==> config.mk <==
export PLATFORM = sky130hd
export DESIGN_NAME = ram_arb2
export DESIGN_NICKNAME = d
export VERILOG_FILES = /design/src/rtl/raccoon_ram_pkg.sv /design/src/rtl/ram_arb2_wait_mon.sv /design/src/rtl/ram_arb2.sv
export SDC_FILE = /design/constraint.sdc
export NUM_CORES = 1
export LEC_CHECK = 0
export CAP_MARGIN = 15
export CORE_AREA = 2 2 110 112
export DETAILED_ROUTE_END_ITERATION = 6
export DIE_AREA = 0 0 112 114
export PLACE_DENSITY = 0.79
export SETUP_SLACK_MARGIN = 0.5
export SLEW_MARGIN = 10
export SYNTH_ARGS = -nofsm -noshare
export SYNTH_HDL_FRONTEND = slang
export SYNTH_SLANG_ARGS = --single-unit
==> constraint.sdc <==
create_clock -name CLK -period 2.1 [get_ports CLK]
set_clock_uncertainty 0.05 [all_clocks]
set_input_delay 0.315 -clock CLK [delete_from_list [all_inputs] [get_ports CLK]]
set_output_delay 0.315 -clock CLK [all_outputs]
set_load 0.02 [all_outputs]
==> src/rtl/raccoon_ram_pkg.sv <==
// Shared types and widths for the Raccoon single-port RAM and its masters.
// Latency: n/a (types and helpers only).
// Backpressure: n/a.
package raccoon_ram_pkg;

  localparam int RAM_ADDR_W = 20;
  localparam int RAM_DATA_W = 32;
  localparam int RAM_MASK_W = 4;

  // One RAM cycle's worth of command fields, as seen at the macro pins.
  typedef struct packed {
    logic                  cs;
    logic                  we;
    logic [RAM_ADDR_W-1:0] addr;
    logic [RAM_MASK_W-1:0] mask;
    logic [RAM_DATA_W-1:0] wdata;
  } ram_req_t;

  // The RAM is word-addressed; byte-lane bits of the bus address are dropped.
  function automatic logic [RAM_ADDR_W-1:0] word_addr(input logic [RAM_ADDR_W-1:0] addr);
    return addr & ~RAM_ADDR_W'(3);
  endfunction

endpackage

==> src/rtl/ram_arb2_wait_mon.sv <==
// Tracks how long port B waits for a grant; flags starvation and records the worst wait.
// Latency: counter, STARVE and B_WAIT_MAX update on the clock edge after the cycle observed.
// Backpressure: none; purely observes the B request/ack handshake.
module ram_arb2_wait_mon #(
  parameter int CNT_W        = 8,
  parameter int STARVE_LIMIT = 64
) (
  input  logic             clk,
  input  logic             rst_n,
  input  logic             b_req,
  input  logic             b_ack,
  input  logic             starve_clr,
  output logic             starve,
  output logic [CNT_W-1:0] b_wait_max
);

  logic [CNT_W-1:0] wait_cnt;
  logic             waiting;

  assign waiting = b_req & ~b_ack;

  // Consecutive wait cycles of the current B request; saturates rather than wraps.
  always_ff @(posedge clk or negedge rst_n) begin
    if (!rst_n) begin
      wait_cnt <= '0;
    end else if (!waiting) begin
      wait_cnt <= '0;
    end else if (wait_cnt != '1) begin
      wait_cnt <= wait_cnt + 1'b1;
    end
  end

  // Sticky starvation flag; a new starvation event beats a concurrent clear.
  always_ff @(posedge clk or negedge rst_n) begin
    if (!rst_n) begin
      starve <= 1'b0;
    end else if (waiting && (wait_cnt == CNT_W'(STARVE_LIMIT - 1))) begin
      starve <= 1'b1;
    end else if (starve_clr) begin
      starve <= 1'b0;
    end
  end

  // Worst wait seen at grant time; a new maximum beats a concurrent clear.
  always_ff @(posedge clk or negedge rst_n) begin
    if (!rst_n) begin
      b_wait_max <= '0;
    end else if (b_ack && (wait_cnt > b_wait_max)) begin
      b_wait_max <= wait_cnt;
    end else if (starve_clr) begin
      b_wait_max <= '0;
    end
  end

endmodule

==> src/rtl/ram_arb2.sv <==
// Two-master arbiter for one single-port RAM: port A (fixed-latency bridge) always wins, port B takes idle cycles.
// Latency: grant is same-cycle; A read data 1 cycle after access; B read data registered, valid 2 cycles after B_ACK.
// Backpressure: A is never stalled; B holds B_REQ until B_ACK and is held off whenever A_CS is high.
module ram_arb2
  import raccoon_ram_pkg::*;
#(
  parameter int CNT_W        = 8,
  parameter int STARVE_LIMIT = 64
) (
  input  logic                  CLK,
  input  logic                  RST_N,
  input  logic                  A_CS,
  input  logic                  A_WE,
  input  logic [RAM_ADDR_W-1:0] A_ADDR,
  input  logic [RAM_MASK_W-1:0] A_MASK,
  input  logic [RAM_DATA_W-1:0] A_WR_DATA,
  output logic [RAM_DATA_W-1:0] A_RD_DATA,
  input  logic                  B_REQ,
  input  logic                  B_WE,
  input  logic [RAM_ADDR_W-1:0] B_ADDR,
  input  logic [RAM_MASK_W-1:0] B_MASK,
  input  logic [RAM_DATA_W-1:0] B_WR_DATA,
  output logic                  B_ACK,
  output logic                  B_RD_VALID,
  output logic [RAM_DATA_W-1:0] B_RD_DATA,
  output logic                  RAM_CS,
  output logic                  RAM_WE,
  output logic [RAM_ADDR_W-1:0] RAM_ADDR,
  output logic [RAM_MASK_W-1:0] RAM_MASK,
  output logic [RAM_DATA_W-1:0] RAM_WR_DATA,
  input  logic [RAM_DATA_W-1:0] RAM_RD_DATA,
  input  logic                  STARVE_CLR,
  output logic                  STARVE,
  output logic [CNT_W-1:0]      B_WAIT_MAX
);

  ram_req_t a_cmd, b_cmd, ram_cmd;
  logic     a_sel, b_sel;
  logic     rd_pend;

  // Grants are gated by reset so nothing reaches the macro while RST_N is low.
  assign a_sel = A_CS & RST_N;
  assign b_sel = B_REQ & ~A_CS & RST_N;

  assign a_cmd = '{cs: 1'b1, we: A_WE, addr: word_addr(A_ADDR), mask: A_MASK, wdata: A_WR_DATA};
  assign b_cmd = '{cs: 1'b1, we: B_WE, addr: word_addr(B_ADDR), mask: B_MASK, wdata: B_WR_DATA};

  // Fixed-priority mux onto the RAM pins; idle cycles drive all zeros.
  always_comb begin
    ram_cmd = '0;
    if (a_sel) begin
      ram_cmd = a_cmd;
    end else if (b_sel) begin
      ram_cmd = b_cmd;
    end
  end

  assign RAM_CS      = ram_cmd.cs;
  assign RAM_WE      = ram_cmd.we;
  assign RAM_ADDR    = ram_cmd.addr;
  assign RAM_MASK    = ram_cmd.mask;
  assign RAM_WR_DATA = ram_cmd.wdata;

  assign B_ACK     = b_sel;
  assign A_RD_DATA = RAM_RD_DATA;

  // B read return: the RAM data in the cycle after a B read ack belongs to that read,
  // whatever A does in that cycle, so capture it unconditionally on rd_pend.
  always_ff @(posedge CLK or negedge RST_N) begin
    if (!RST_N) begin
      rd_pend    <= 1'b0;
      B_RD_VALID <= 1'b0;
      B_RD_DATA  <= '0;
    end else begin
      rd_pend    <= b_sel & ~B_WE;
      B_RD_VALID <= rd_pend;
      if (rd_pend) begin
        B_RD_DATA <= RAM_RD_DATA;
      end
    end
  end

  ram_arb2_wait_mon #(
    .CNT_W        (CNT_W),
    .STARVE_LIMIT (STARVE_LIMIT)
  ) u_wait_mon (
    .clk        (CLK),
    .rst_n      (RST_N),
    .b_req      (B_REQ),
    .b_ack      (B_ACK),
    .starve_clr (STARVE_CLR),
    .starve     (STARVE),
    .b_wait_max (B_WAIT_MAX)
  );

endmodule

# ---- Word level (Yosys, flattened, before mapping)
# Index checks and enable logic that the tools add are counted.
# W data, S select, Z words.
dict set report totals {
  rom_bits 0
  n_memories 0
  ramBits 0
  register_bits 51
  latchBits 0
  wordCells 31
  output_inout_bits 133
  inputBits 151
}
dict set report op_classes {
  reduce_logical 4
  n_mux 8
  shifts 0
  n_mul 0
  add_sub_neg 1
  magnitude_cmp 1
  eq_ne 3
  n_div 0
  bitwise_logic 8
}
# op n
set ops {}
lappend ops {{$mux W58} 2}
lappend ops {{$mux W8} 4}
lappend ops {{$add A8 B1 Y8 const B} 1}
lappend ops {{$eq A8 B6 Y1 const B} 1}
lappend ops {{$gt A8 B8 Y1} 1}
lappend ops {{$ne A8 B8 Y1 const B} 1}
lappend ops {{$and A1 B1 Y1} 5}
lappend ops {{$reduce_bool A2 Y1} 2}
lappend ops {{$not A1 Y1} 3}
lappend ops {{$logic_and A1 B1 Y1} 2}
lappend ops {{$mux W1} 2}
lappend ops {{$ne A2 B2 Y1 const B} 1}

# ---- Depth between registers and ports, before layout
# Gate-level depths: netlist of run 1.
dict set report logic_depth {
  depth_word 7
  ltp_mapped 7
  mapped_depth_nobuf 7
}

# ---- By module
# Synthesis of run 1 repeated with hierarchy kept, for this count alone.
dict set report unflattened {
  hier_cells 285
  area_unflattened_um2 3233.1
}
# mod area_each_um2 seq_area_each_um2 instances cells_each
set by_module_without_submodules {}
lappend by_module_without_submodules {ram_arb2 2218.4 850.8 1 184}
lappend by_module_without_submodules {ram_arb2_wait_mon 1014.7 425.4 1 101}

# ---- Worst setup path before layout of run 1
# OpenSTA, ideal clock, no wires.
dict set report synth_timing {
  kind {register -> register}
  from {register u_wait_mon.b_wait_max[1]}
  to {register u_wait_mon.b_wait_max[1]}
  synth_period_minus_slack_ps 2006
  setup_ps 125
  path_buffers 0
  required_ps 1925
  path_slack_ps 94
  path_stages_with_launch 8
  t_arrival_ps 1831
  path_cell_list {dfrtp_1 -> inv_1 -> ha_1 -> nor2b_1 -> o211ai_1 -> a211oi_4 -> nor2_4 -> mux2_4}
}
dict set report synth_between {
  elab_chain_len 3
  word_cells_on_any_way 4
  classes_between {1 x order compare; 1 x mux; 2 x reduce/logical}
}
# item line
set synth_rtl {}
lappend synth_rtl {{start: declaration} ram_arb2_wait_mon.sv:14} ;# output logic [CNT_W-1:0] b_wait_max
lappend synth_rtl {{start signal: assignment} ram_arb2_wait_mon.sv:49} ;# b_wait_max <= wait_cnt;
lappend synth_rtl {{$gt A8 B8 Y1 *} ram_arb2_wait_mon.sv:48} ;# end else if (b_ack && (wait_cnt > b_wait_max)) begin
lappend synth_rtl {{$logic_and A1 B1 Y1 *} ram_arb2_wait_mon.sv:48}
lappend synth_rtl {{$mux W8 or $reduce_bool A2 Y1 (tied branches)} n/a}
# Every way passes the cells marked *; elsewhere a longest branch is shown, timed or not.
# A chain may end at the register's enable or synchronous reset.

# ---- Worst setup path in the final report of run 1
dict set report layout_timing {
  from {register u_wait_mon.wait_cnt[6]}
  to {register u_wait_mon.b_wait_max[3]}
}
dict set report layout_between {
  elab_chain_len 3
  word_cells_on_any_way 4
  classes_between {1 x order compare; 1 x mux; 2 x reduce/logical}
}
# item line
set layout_rtl {}
lappend layout_rtl {{start: declaration} ram_arb2_wait_mon.sv:17} ;# logic [CNT_W-1:0] wait_cnt;
lappend layout_rtl {{start signal: assignment} ram_arb2_wait_mon.sv:29} ;# wait_cnt <= wait_cnt + 1'b1;
lappend layout_rtl {{$gt A8 B8 Y1 *} ram_arb2_wait_mon.sv:48}
lappend layout_rtl {{$logic_and A1 B1 Y1 *} ram_arb2_wait_mon.sv:48}
lappend layout_rtl {{$mux W8 or $reduce_bool A2 Y1 (tied branches)} n/a}
# Marks and branches as above.

==> impl_results.md, run 1 <==
* Status: finished, final reports clean
* Antenna viol nets, final at 0
* DRC at 0
* # diodes at 0
* Synth-to-Final Area Change at 126%
* Clock-pin transition on the worst setup and hold timing paths at 70 ps
* FF+latch count, synth at 51
* Main flop type after synthesis: dfrtp_1
* Leading area contributor after synthesis: dfrtp_1
* Final setup vio count at 0
* Worst slew pin tran at 611 ps
* Switch share at 31.3%
* Post-synth EDFFs at 0
* Maximum vdd drop at 0.496 mV
* Asr flop ratio synth at 100%
* Root buffer cell: clkbuf_16
* Area contributors post-synth: dfrtp_1, a22o_1, mux2_2
* RSZ-0062 raised after global routing: yes
* Worst-Skew Late Latency at 280 ps
* Post-synth top cells: a22o_1, dfrtp_1, buf_4
* Syn Std Cell Area at 3100 µm²
* DR pass1 iterations at 4
* Final Hold Viols at 0
* Sw Pwr at 1080 µW
* Placer Congestion at 0.916
* Core area at 11700 µm²
* Period minus WS final at 1970 ps
* CP Data Arrival Time at 2090 ps
* Synth warnings at 0
* PD cells at 495 nW/µm²
* Internal Power at 2380 µW
* Starting density of the core at 26.4%
* Total CTS buffers at 5
* Distinct cells, synth at 40
* Min-Delay Path Class: in -> async
* Max Buffers Root-to-Sink at 2
* Mapped Cells at 276
* Critical Path End Type: flop
* Share of layout cells above drive strength 1 at 39.7%
* Grt ovf at 0
* Flop-to-flop setup slack at 130 ps
* First-pass GRT wire length at 19600 µm
* Die width at 112 µm
* FMAX at 508 MHz
* Power Total at 3460 µW
* Most common cell in the netlist: a22o_1
* Critical path data required time at 2220 ps
* Core Rows at 40
* Post-DP HPWL at 10400 µm
* Final setup margin at 132 ps
* CTS Sinks at 51
* Initial antenna violation count at 0
* Vias per std cell at 4.72
* Relative slew slack at 59.2%
* Final slew viol count at 0
* Num ports at 284
* H-tree depth at 2
* Iteration-0 DRC Markers at 69
* Clock power frac at 22.6%
* Vias in the first global route at 3615
* Dpl ws at -375 ps
* Worst Hold Slack at 204 ps
* Flop pwr share at 34.3%
* Syn Area/Cell at 11.2 µm²
* Die area at 12800 µm²
* Fillcell total at 970
* Leakage at 0.00332 µW
* Maxcap violations at 0
* Final WL at 13200 µm
* Port-buffer cells at 277
* Share of the synthesized area in the top cell type at 41.2%
* Combinational power share at 43.1%
* Maximum fanout along the worst path at 5
* Die Y at 114 µm
* Tcrit/Tclk final at 93.7%
* Final nets at 723
* Routed vias at 3357
* Largest net degree at the start of global routing at 49
* GRT Overall Usage at 19.5%
* Crit path kind: reg -> reg
* TritonCTS clock tree: built
* Seq/Total Area, Yosys at 41.2%
* Worst Setup Start Kind: flop
* Routed WL per cell at 18.6 µm
-- layer usage --
layer | global-route usage [%] | routed length (µm) | up-vias
met5 | 0 | 0 | -
met4 | 8.46 | 503 | 0
met3 | 5.90 | 1200 | 28
met2 | 35.4 | 6890 | 189
met1 | 21.2 | 4630 | 1579
li1 | - | - | 1561
-- layout by cell type, fill, tap and decap left out, types with 5 or more instances in the layout --
master	count
buf_4	25
ha_4	6
dlymetal6s2s_1	7
dfrtp_1	48
dlygate4sd2_1	68
clkbuf_16	5
nor2_1	12
a22o_4	34
buf_16	6
a22o_1	21
inv_2	5
clkdlybuf4s50_1	143
buf_6	71
mux2_2	32
mux2_4	7
buf_12	8
-- stage by stage --
| step | setup TNS, ps | cells | utilization (%) | cell area (µm²) |
|---|---|---|---|---|
| floorplan | 0 | 277 | - | 3400 |
| CTS | 0 | 704 | 58.1 | 6800 |
| finish | 0 | 711 | 59.7 | 6990 |
| global placement | -17360 | 668 | 52.8 | 6190 |
| global route | 0 | 711 | 59.7 | 6990 |
| detailed placement | -20450 | 668 | 52.8 | 6190 |
-- flip-flops by register name, indices dropped and copies added, names as in the netlist --
name,flops
u_wait_mon.starve,1
u_wait_mon.b_wait_max,8
B_RD_DATA,32
rd_pend,1
B_RD_VALID,1
u_wait_mon.wait_cnt,8
-- power by group through the flow --
stage               Clock (µW)  Sequential [µW]  Combinational (µW)
global placement             0             1210                1470
finish                     781             1190                1490
CTS                        812             1190                1490
detailed placement           0             1220                1490
global route               851             1210                1570
floorplan                    0             1380                 483
-- repair_timing --
action,in CTS,in global routing
setup endpoints to repair,138,76
hold endpoints to repair,3,0
hold buffers,1,0
buffers inserted,21,7
pin swaps,46,29
resized for setup,412,36
cloned,6,0
-- path summary, 6_finish.rpt --
kind / end / cells after the start / from
hold reg to reg: u_wait_mon.starve / 2 / u_wait_mon.starve
min in group CLK: u_wait_mon.starve / 2 / u_wait_mon.starve
setup reg to reg: u_wait_mon.b_wait_max[3] / 7 / u_wait_mon.wait_cnt[6]
setup / recovery: u_wait_mon.b_wait_max[3] / 7 / u_wait_mon.wait_cnt[6]
max in group asynchronous: u_wait_mon.b_wait_max[7] / 3 / RST_N
hold / removal: u_wait_mon.b_wait_max[0] / 3 / RST_N
-- final cells by class --
type / instances / area (µm²) / area share [%]
clock inverter: 3 / 20.0 / 0.286
inverter: 8 / 30.0 / 0.429
tap: 147 / 184 / 2.63
clock buffer: 5 / 125 / 1.79
multi-input combinational: 164 / 1860 / 26.6
timing repair buffer: 333 / 3500 / 50.0
sequential: 51 / 1280 / 18.3
-- critical path: stages (launching register included) --
cell and delay [ps]:
dfrtp_1 430, ha_4 300, nand4_1 180, buf_4 200, a211oi_4 190, nor2_4 70
buf_6 140, mux2_4 290
-- logic make-up after synthesis --
family                     synth area share, %
adders and majority gates                 3.64
other                                    0.121
DFF                                       41.2
muxes                                     15.4
and+or+nand+nor                           6.55
buffers and inverters                     12.2
AOI/OAI and AO/OA                         20.0
xor gates and xnor gates                 0.849
(Power assumes the default switching activity.)
==> inputs of run 2 (changes only) <==
Settings changed: TNS_END_PERCENT set to 100.
==> results of run 2 <==
Final layout, timing and power as in run 1 (identical DEF).
==> inputs of run 3 (changes only) <==
Settings changed: CTS_BUF_LIST set to sky130_fd_sc_hd__clkbuf_8 sky130_fd_sc_hd__clkbuf_16, PLACE_DENSITY 0.79 to 0.8, SYNTH_HIERARCHICAL set to 1.
==> impl_results.md, run 3 <==
* CTS Sinks at 51
* Period minus WS final at 1890 ps
* Cell family with most CP delay: flip-flops
* Die Y at 114 µm
* Largest regs: B_RD_DATA (32), u_wait_mon/b_wait_max (8), u_wait_mon/wait_cnt (8)
* Post-synthesis adder-cell area fraction at 3.48%
* Clock-pin transition on the worst setup and hold timing paths at 70 ps
* Post-DP HPWL at 9230 µm
* Post-Synth Simple-Gate Area at 7.47%
* Maxcap violations at 0
* Status: finished, final reports clean
* Share of the synthesized area in the top cell type at 39.5%
* Flop-to-flop setup slack at 210 ps
* Fillcell total at 959
* Worst r2r path cells at 6
* Leading area contributor after synthesis: dfrtp_1
* Distinct cells, synth at 40
* Maximum fanout along the worst path at 8
* RSZ-0062 raised after global routing: yes
* Critical path data required time at 2220 ps
* Port-buffer cells at 277
* Max Buffers Root-to-Sink at 2
* Worst Setup Start Kind: flop
* Vias per std cell at 4.94
* Iteration-0 DRC Markers at 164
* Most frequent cells in the layout: clkdlybuf4s50_1, buf_6, dlygate4sd2_1
* Commonest non-fill, non-tap cell in the layout: clkdlybuf4s50_1
* Worst Hold Slack at 148 ps
* First-pass GRT wire length at 19200 µm
* Internal Power at 2500 µW
* Syn Std Cell Area at 3230 µm²
* PD cells at 528 nW/µm²
* Crit path max-delay cell type: dfrtp_2
* Compound-Gate Fraction of Synth Area at 20.5%
* DRC at 0
* Worst Path Buf+Inv at 1
* Syn Area/Cell at 11.3 µm²
* Die area at 12800 µm²
* Critical Path End Type: flop
* Main combinational cell family by area after synthesis: compound AO/OA/AOI/OAI gates
* Worst r2r dst: u_wait_mon/b_wait_max[5]
* Routed WL per cell at 19.0 µm
* FF+latch count, synth at 51
* Root buffer cell: clkbuf_16
* Num ports at 284
* Area contributors post-synth: dfrtp_1, a32o_1, mux2_2
* Synth-to-Final Area Change at 110%
* Final nets at 720
* Crit path kind: reg -> reg
* Share of layout cells above drive strength 1 at 37.4%
* Routed vias at 3494
* Final core utilization at 58.0%
* Maximum vdd drop at 0.407 mV
* CP Data Arrival Time at 2010 ps
* Mux cell area share after synthesis at 14.2%
* Placer Congestion at 0.844
* Largest net degree at the start of global routing at 35
* Final slew viol count at 0
* Final setup vio count at 0
* Post-synth EDFFs at 0
* Switch share at 30.4%
* R2r startpoint: u_wait_mon/wait_cnt[7]
* Dpl cells at 673
* Seq/Total Area, Yosys at 39.5%
* Total CTS buffers at 5
* Max reg flops at 32
* Post-synth top cells: a32o_1, dfrtp_1, buf_4
* Sw Pwr at 1090 µW
* Mapped Cells at 285
* TritonCTS clock tree: built
* Core Rows at 40
* Final Hold Viols at 0
* Final std cells w/o fill at 708
* Vias in the first global route at 3578
* CP cell instances: ha_4 > nand4_1 > nand2_2 > o2111ai_4 > buf_12 > mux2_4
* DR pass1 iterations at 4
* FMAX at 528 MHz
* Combinational power share at 41.7%
* Min-Delay Path Class: in -> async
* Clock power frac at 25.2%
* Starting density of the core at 27.6%
* Core area at 11700 µm²
* Largest register by flop count: B_RD_DATA
* Grt ovf at 0
* Antenna viol nets, final at 0
* H-tree depth at 2
* Most common cell in the netlist: a32o_1
* Crit-path max cell delay at 430 ps
* Flop pwr share at 33.1%
* XOR/XNOR Fraction of Synth Area at 0.271%
* Asr flop ratio synth at 100%
* Tcrit/Tclk final at 90.2%
* Final WL at 13400 µm
* Worst-Skew Late Latency at 290 ps
* Synth warnings at 6
* Main flop type after synthesis: dfrtp_1
* Leakage at 0.00320 µW
* Die width at 112 µm
* GRT Overall Usage at 19.1%
* Initial antenna violation count at 0
* # diodes at 0
==> run 3: worst reg2reg max path: stages (launching register included) <==
cell and delay, ps:
dfrtp_2 430, ha_4 280, nand4_1 240, nand2_2 160
o2111ai_4 140, buf_12 180, mux2_4 290
==> run 3: power groups by stage <==
stage	clock [µW]	sequential [µW]	combinational [µW]
after floorplan	0	1390	476
after global placement	0	1210	1430
after detailed placement	0	1220	1450
after CTS	939	1190	1440
after global routing	989	1210	1570
final	903	1190	1490
==> run 3: metrics by stage <==
step | power [µW] | cell area, µm² | setup TNS, ps | setup WS, ps
final | 3590 | 6790 | 0 | 206
after global routing | 3770 | 6790 | 0 | 165
after CTS | 3560 | 6490 | 0 | 233
after detailed placement | 2670 | 6060 | -18440 | -430
after global placement | 2640 | 6060 | -17210 | -399
after floorplan | 1860 | 3350 | 0 | 300
==> run 3: metal layers <==
layer  vias up  routed length [µm]  GRT usage [%]  share of wire (%)
met1      1650                5220           22.3                 39
met2       213                6800           34.6                 51
met5         -                   0              0                  0
li1       1621                   -              -                  -
met3        10                1130           4.78                8.4
met4         0                 283           6.02                2.1
==> run 3: timing repair <==
action | 4_1_cts | 5_1_grt
setup buffers | 11 | 5
hold buffers | 1 | 0
gates resized for setup | 374 | 93
pin swaps | 32 | 26
endpoints found under the hold margin | 6 | 0
cloned | 8 | 2
endpoints found under the setup margin | 137 | 73
==> run 3: area by class of cell <==
type | count | area [µm²] | area share, %
Timing Repair Buffer | 325 | 3430 | 50.5
Multi-Input combinational cell | 168 | 1690 | 24.8
Sequential cell | 51 | 1290 | 19.0
Tap cell | 147 | 184 | 2.71
Clock buffer | 5 | 125 | 1.84
Clock inverter | 3 | 42.5 | 0.627
Inverter | 9 | 33.8 | 0.498
==> run 3: worst max path at each step <==
stage                                   from                       end  cells past startpoint
floorplan           u_wait_mon/b_wait_max[5]  u_wait_mon/b_wait_max[1]                      7
detailed placement                      A_CS              RAM_ADDR[19]                      5
CTS                   u_wait_mon/wait_cnt[5]  u_wait_mon/b_wait_max[3]                      7
finish                u_wait_mon/wait_cnt[7]  u_wait_mon/b_wait_max[5]                      6
global route        u_wait_mon/b_wait_max[7]  u_wait_mon/b_wait_max[0]                      9
global placement                        A_CS              RAM_ADDR[19]                      5
==> run 3: kinds of logic (layout without fill, tap and decap cells) <==
family / Yosys count / count (layout)
xor+xnor: 1 / 1
fa+ha+maj: 9 / 9
flops: 51 / 51
simple gates: 44 / 44
other cells: 1 / 2
mux: 41 / 41
compound gates: 71 / 71
buf+inv: 67 / 342
